**config.mk**
```make
export PLATFORM = sky130hd
export DESIGN_NAME = wb_arbiter
export DESIGN_NICKNAME = d
export VERILOG_FILES = /design/src/rtl/wb_arbiter.sv
export SDC_FILE = /design/constraint.sdc
export NUM_CORES = 1
export LEC_CHECK = 0
export ABC_AREA = 1
export BUFFER_PORTS_ARGS = -buffer_cell sky130_fd_sc_hd__buf_2
export CAP_MARGIN = 25
export CELL_PAD_IN_SITES_DETAIL_PLACEMENT = 0
export CELL_PAD_IN_SITES_GLOBAL_PLACEMENT = 1
export CORE_AREA = 2 2 160 162
export CTS_CLUSTER_DIAMETER = 60
export DETAILED_ROUTE_END_ITERATION = 6
export DIE_AREA = 0 0 162 164
export PLACE_DENSITY = 0.77
export SLEW_MARGIN = 0
export SYNTH_ARGS = -nofsm -noshare
export SYNTH_HDL_FRONTEND = slang
export SYNTH_SLANG_ARGS = --single-unit
```
**constraint.sdc**
```tcl
create_clock -name clk -period 3 [get_ports clk]
set_input_delay 0.3 -clock clk [delete_from_list [all_inputs] [get_ports clk]]
set_output_delay 0.3 -clock clk [all_outputs]
set_load 0.05 [all_outputs]
```
**src/rtl/wb_arbiter.sv**
```systemverilog
// Write-back arbiter: merges 1-cycle ALU results and FIFO-buffered load returns onto
// the single register-file write port, and tracks registers with loads in flight.
module wb_arbiter #(
    parameter int DATA_W     = 32,
    parameter int ADDR_W     = 5,
    parameter int FIFO_DEPTH = 4
) (
    input  logic                          clk,
    input  logic                          rst_n,
    input  logic                          alu_valid,
    output logic                          alu_ready,
    input  logic [ADDR_W-1:0]             alu_rd,
    input  logic [DATA_W-1:0]             alu_data,
    input  logic                          ld_valid,
    output logic                          ld_ready,
    input  logic [ADDR_W-1:0]             ld_rd,
    input  logic [DATA_W-1:0]             ld_data,
    input  logic                          issue_set,
    input  logic [ADDR_W-1:0]             issue_rd,
    output logic [ADDR_W-1:0]             RdAddr,
    output logic [DATA_W-1:0]             RdData,
    output logic                          RegWrite,
    output logic [2**ADDR_W-1:0]          pend_mask,
    output logic [$clog2(FIFO_DEPTH):0]   fifo_count
);

    localparam int PTR_W = $clog2(FIFO_DEPTH);
    localparam int CNT_W = PTR_W + 1;
    localparam int NREG  = 2**ADDR_W;

    logic [ADDR_W-1:0] r_fifo_rd   [FIFO_DEPTH];
    logic [DATA_W-1:0] r_fifo_data [FIFO_DEPTH];
    logic [PTR_W-1:0]  r_wr_ptr;
    logic [PTR_W-1:0]  r_rd_ptr;
    logic [CNT_W-1:0]  r_count;
    logic [NREG-1:0]   r_pend;
    logic              r_reg_write;
    logic [ADDR_W-1:0] r_rd_addr;
    logic [DATA_W-1:0] r_rd_data;

    logic              w_full;
    logic              w_empty;
    logic              w_push;
    logic              w_pop;
    logic              w_alu_xfer;
    logic              w_sel;
    logic [ADDR_W-1:0] w_sel_rd;
    logic [DATA_W-1:0] w_sel_data;
    logic [NREG-1:0]   w_pend_next;

    assign w_full     = (r_count == CNT_W'(FIFO_DEPTH));
    assign w_empty    = (r_count == '0);
    assign ld_ready   = ~w_full;
    assign alu_ready  = ~w_full & ~(r_pend[alu_rd] & (alu_rd != '0));
    assign w_push     = ld_valid & ~w_full;
    assign w_alu_xfer = alu_valid & alu_ready;
    // A full FIFO always drains; otherwise the ALU has priority over buffered loads.
    assign w_pop      = w_full | (~w_alu_xfer & ~w_empty);

    always_comb begin
        w_sel      = 1'b0;
        w_sel_rd   = '0;
        w_sel_data = '0;
        if (w_pop) begin
            w_sel      = 1'b1;
            w_sel_rd   = r_fifo_rd[r_rd_ptr];
            w_sel_data = r_fifo_data[r_rd_ptr];
        end else if (w_alu_xfer) begin
            w_sel      = 1'b1;
            w_sel_rd   = alu_rd;
            w_sel_data = alu_data;
        end
    end

    // Per-register scoreboard; a new issue beats the retirement of an older load.
    generate
        for (genvar gi = 0; gi < NREG; gi++) begin : g_pend
            if (gi == 0) begin : g_r0
                assign w_pend_next[gi] = 1'b0;
            end else begin : g_rn
                assign w_pend_next[gi] = (issue_set & (issue_rd == ADDR_W'(gi))) |
                                         (r_pend[gi] & ~(w_pop & (w_sel_rd == ADDR_W'(gi))));
            end
        end
    endgenerate

    always_ff @(posedge clk) begin
        if (w_push) begin
            r_fifo_rd[r_wr_ptr]   <= ld_rd;
            r_fifo_data[r_wr_ptr] <= ld_data;
        end
    end

    always_ff @(posedge clk or negedge rst_n) begin
        if (!rst_n) begin
            r_wr_ptr    <= '0;
            r_rd_ptr    <= '0;
            r_count     <= '0;
            r_pend      <= '0;
            r_reg_write <= 1'b0;
            r_rd_addr   <= '0;
            r_rd_data   <= '0;
        end else begin
            if (w_push) r_wr_ptr <= r_wr_ptr + 1'b1;
            if (w_pop)  r_rd_ptr <= r_rd_ptr + 1'b1;
            r_count <= r_count + CNT_W'(w_push) - CNT_W'(w_pop);
            r_pend  <= w_pend_next;
            if (w_sel) begin
                r_rd_addr   <= w_sel_rd;
                r_rd_data   <= w_sel_data;
                r_reg_write <= (w_sel_rd != '0);
            end else begin
                r_reg_write <= 1'b0;
            end
        end
    end

    assign RdAddr     = r_rd_addr;
    assign RdData     = r_rd_data;
    assign RegWrite   = r_reg_write;
    assign pend_mask  = r_pend;
    assign fifo_count = r_count;

endmodule

```
==> results.cfg <==
[drt]
route.vias.total = 7400
drt-pass1-iter-count = 7
detailedRoute.firstIterationViolations = 497
routed_via_density = 4.82
drc = 0
finalWirelength_um = 24600
final_antenna_net_count = 0
post_drt_wl_per_cell_um = 16.0

[timing]
tightestPinTransition_ps = 731
setup_viol = 0
finClkSkew_ps = 11.7
final.period_utilization = 0.855
post-route-min-period_ps = 2570
setup-tns-final_ps = 0
fmax_mhz = 390
final_max_slew_viol_count = 0
timing.final.hold_violations = 0
relative_slew_slack = 0.513
grt_setup_unrepaired = false

[setup_path]
worst_ep_arrival_time_ps = 2970
critPathCaptureType = flip-flop
timing.critical_path.from_type = flip-flop
timing.critical_path.cells = inv_1, nand2_1, nand3_1, nand2_1, nand2_1, nand2_1, inv_1, nand2_1, nand2_2, nand4_4, nand2_4, inv_4, ha_1, inv_1, ha_1, fa_1, xnor2_1
critPathSlowestCell = sky130_fd_sc_hd__dfrtp_1
path_class = flip-flop to flip-flop
timing.critical_path.fanout_max = 10
critical_path.max_stage_delay_ps = 420
timing.critical_path.mode_cell = sky130_fd_sc_hd__nand2_1
required_ps = 3400

[die]
coreArea_um2 = 24800
dieArea_um2 = 26600
die_width_um = 162
initial_core_util = 0.386
fp.dieH_um = 164
fp-row-count = 58
num_io_pins = 159

[yosys]
netlist.area_leader.share = 0.463
number_of_warnings_issued_by_yosys = 0
cell_count_after_synthesis = 961
compound_gate_fraction_of_synth_area = 0.0616
synth.cell_area_um2 = 9590
synth_edf_count = 148
synth.most_common_cell = sky130_fd_sc_hd__nand2_1
synth_seq_area_share = 0.662
synth-async-reset-ratio = 0.339
synth.lib_cells_used.distinct = 30
synth_top_family_by_area = simple AND/OR/NAND/NOR gates
postSynthRegisterBits = 224
yosys.area_share.simple = 0.223
yosys.area_share.xor_xnor = 0.00274
synth_area_leader_cell = sky130_fd_sc_hd__edfxtp_1
synthesis.area_per_instance_um2 = 9.98
yosys-mux-area-fraction = 0
synth_area_leaders = sky130_fd_sc_hd__edfxtp_1 (46%), sky130_fd_sc_hd__dfrtp_1 (20%), sky130_fd_sc_hd__nand2_1 (12%)
yosys-top-cells-count = sky130_fd_sc_hd__nand2_1 (303), sky130_fd_sc_hd__edfxtp_1 (148), sky130_fd_sc_hd__nor2_1 (107)
syn_nets = 1052
synth_ff_type = sky130_fd_sc_hd__edfxtp_1
adder_cell_area_share_of_the_yosys_netlist = 0.00991

[cts]
numClockSinks = 224
clock_insertion_delay_worst_skew_ps = 520
tritoncts = done
clk_pin_slew_worst_paths_ps = 60
numCtsBuffers = 26
clock_tree_buf_depth = 3
cts_root_buffer = sky130_fd_sc_hd__clkbuf_16
htreeDepth = 1

[global_routing]
track_usage = 0.187
global_route_wire_length_before_repair_um = 39000
number_of_global_route_vias_before_repair = 7301
grt_start_max_net_pins = 51
overflow = 0
initial_antenna_violation_count = 0

[flow_run]
max_cap_viol_count = 0

[layout]
fraction_of_layout_instances_using_a_drive_strength_above_1 = 0.197
storage_element_area_um2 = 6350
fill_cells = 2351
finish.net_count = 1278
antenna_fix_cells = 0
postLayoutCoreUtil = 0.493
area.growth.synth_to_final_pct = 27.7
area_used_by_multi_input_combinational_logic_um2 = 2880

[status]
outcome = finished clean

[place]
port_buffers = 157
detailedPlacementHpwl_um = 15800
place_congestion = 0.849

[min_path]
hold_wc_path_type = input pin to flip-flop

[power_and_ir_drop]
power_leakage_nw = 5.25
powerDensity_nw_per_um2 = 1110
worst_ir_drop_vdd_mv = 0.636
per-layer routing:
layer  up-vias  track usage  share of wire
met5         -            0              0
met4         0       0.0406          0.015
met3        29       0.0318          0.055
met2       203        0.326           0.49
met1      3511        0.248           0.44
li1       3657            -              -
worst paths after layout:
path	start	endpoint	slack [ps]	cells after the start
worst max register to register	pend_mask[21]	fifo_count[2]	430	17
min in group asynchronous	rst_n	pend_mask[26]	390	2
worst min register to register	RdAddr[2]	RdAddr[2]	480	2
worst min-delay path	alu_data[26]	RdData[26]	20	3
max in group asynchronous	rst_n	RdData[9]	1910	3
worst max-delay path	pend_mask[21]	fifo_count[2]	430	17
state kept, by name, indices dropped and copies added, names as in the netlist:
name / cells
r_fifo_data: 128
RdData: 32
r_fifo_rd: 20
RegWrite: 1
r_wr_ptr: 2
pend_mask: 31
fifo_count: 3
RdAddr: 5
r_rd_ptr: 2
stage by stage:
stage	area (µm²)	setup slack [ps]	hold WS, ps	std cells	total power, W
after CTS	12200	419	1.33	1536	0.0137
after floorplan	9600	55.1	4.41	961	0.00883
final	12200	435	18.7	1536	0.0136
after detailed placement	10800	140	415	1426	0.0106
after global placement	10800	187	415	1426	0.0105
after global routing	12200	204	0.815	1536	0.0144
worst max-delay path: cells and delay by family (launching register included):
kind / cells / cell delay (ps)
adder cells (fa/ha/maj): 3 / 850
AND/OR/NAND/NOR: 9 / 850
XOR/XNOR: 1 / 140
buffers and inverters: 4 / 220
flip-flops: 1 / 420
power breakdown:
part           internal, W  switching [W]  total [W]
Combinational      0.00140        0.00432    0.00571
Clock              0.00177        0.00123    0.00300
Sequential         0.00426       0.000580    0.00484
placed cells by master, fill, tap and decap left out, types with 3 or more instances in the layout:
master | Yosys | layout
sky130_fd_sc_hd__nand4_1 | 4 | 4
sky130_fd_sc_hd__inv_2 | 1 | 3
sky130_fd_sc_hd__nand3_1 | 86 | 86
sky130_fd_sc_hd__buf_2 | 5 | 156
sky130_fd_sc_hd__dfrtp_1 | 76 | 74
sky130_fd_sc_hd__nor2_1 | 107 | 103
sky130_fd_sc_hd__buf_4 | 3 | 18
sky130_fd_sc_hd__clkbuf_1 | 28 | 6
sky130_fd_sc_hd__inv_4 | 3 | 3
sky130_fd_sc_hd__dlygate4sd3_1 | 0 | 63
sky130_fd_sc_hd__nand3b_1 | 4 | 4
sky130_fd_sc_hd__o21ai_0 | 73 | 73
sky130_fd_sc_hd__a21oi_1 | 38 | 38
sky130_fd_sc_hd__nor2_2 | 7 | 7
sky130_fd_sc_hd__clkbuf_16 | 0 | 27
sky130_fd_sc_hd__nand2_1 | 303 | 303
sky130_fd_sc_hd__nor2_4 | 1 | 5
sky130_fd_sc_hd__edfxtp_1 | 148 | 148
sky130_fd_sc_hd__ha_1 | 6 | 6
sky130_fd_sc_hd__clkinv_1 | 0 | 5
sky130_fd_sc_hd__inv_1 | 47 | 45
sky130_fd_sc_hd__clkinv_2 | 0 | 3
sky130_fd_sc_hd__o22ai_1 | 4 | 4
what timing repair did:
| item | in CTS | in global routing |
|---|---|---|
| gates resized for setup | 0 | 0 |
| setup endpoints to repair | 0 | 0 |
| hold buffers | 63 | 0 |
| endpoints found under the hold margin | 212 | 0 |
| buffers inserted | 0 | 0 |
layout make-up:
type | instances | area share
Clock inverter | 13 | 0.00848
Sequential cell | 224 | 0.518
Tap cell | 330 | 0.0337
Timing Repair Buffer | 239 | 0.130
Clock buffer | 34 | 0.0581
Inverter | 51 | 0.0162
Multi-Input combinational cell | 645 | 0.235
cells by family after synthesis:
family / Yosys count
compound gates: 116
buf+inv: 92
xor+xnor: 3
fa+ha+maj: 7
simple gates: 518
flops: 224
other cells: 1
Power figures use the tool's default switching activity.
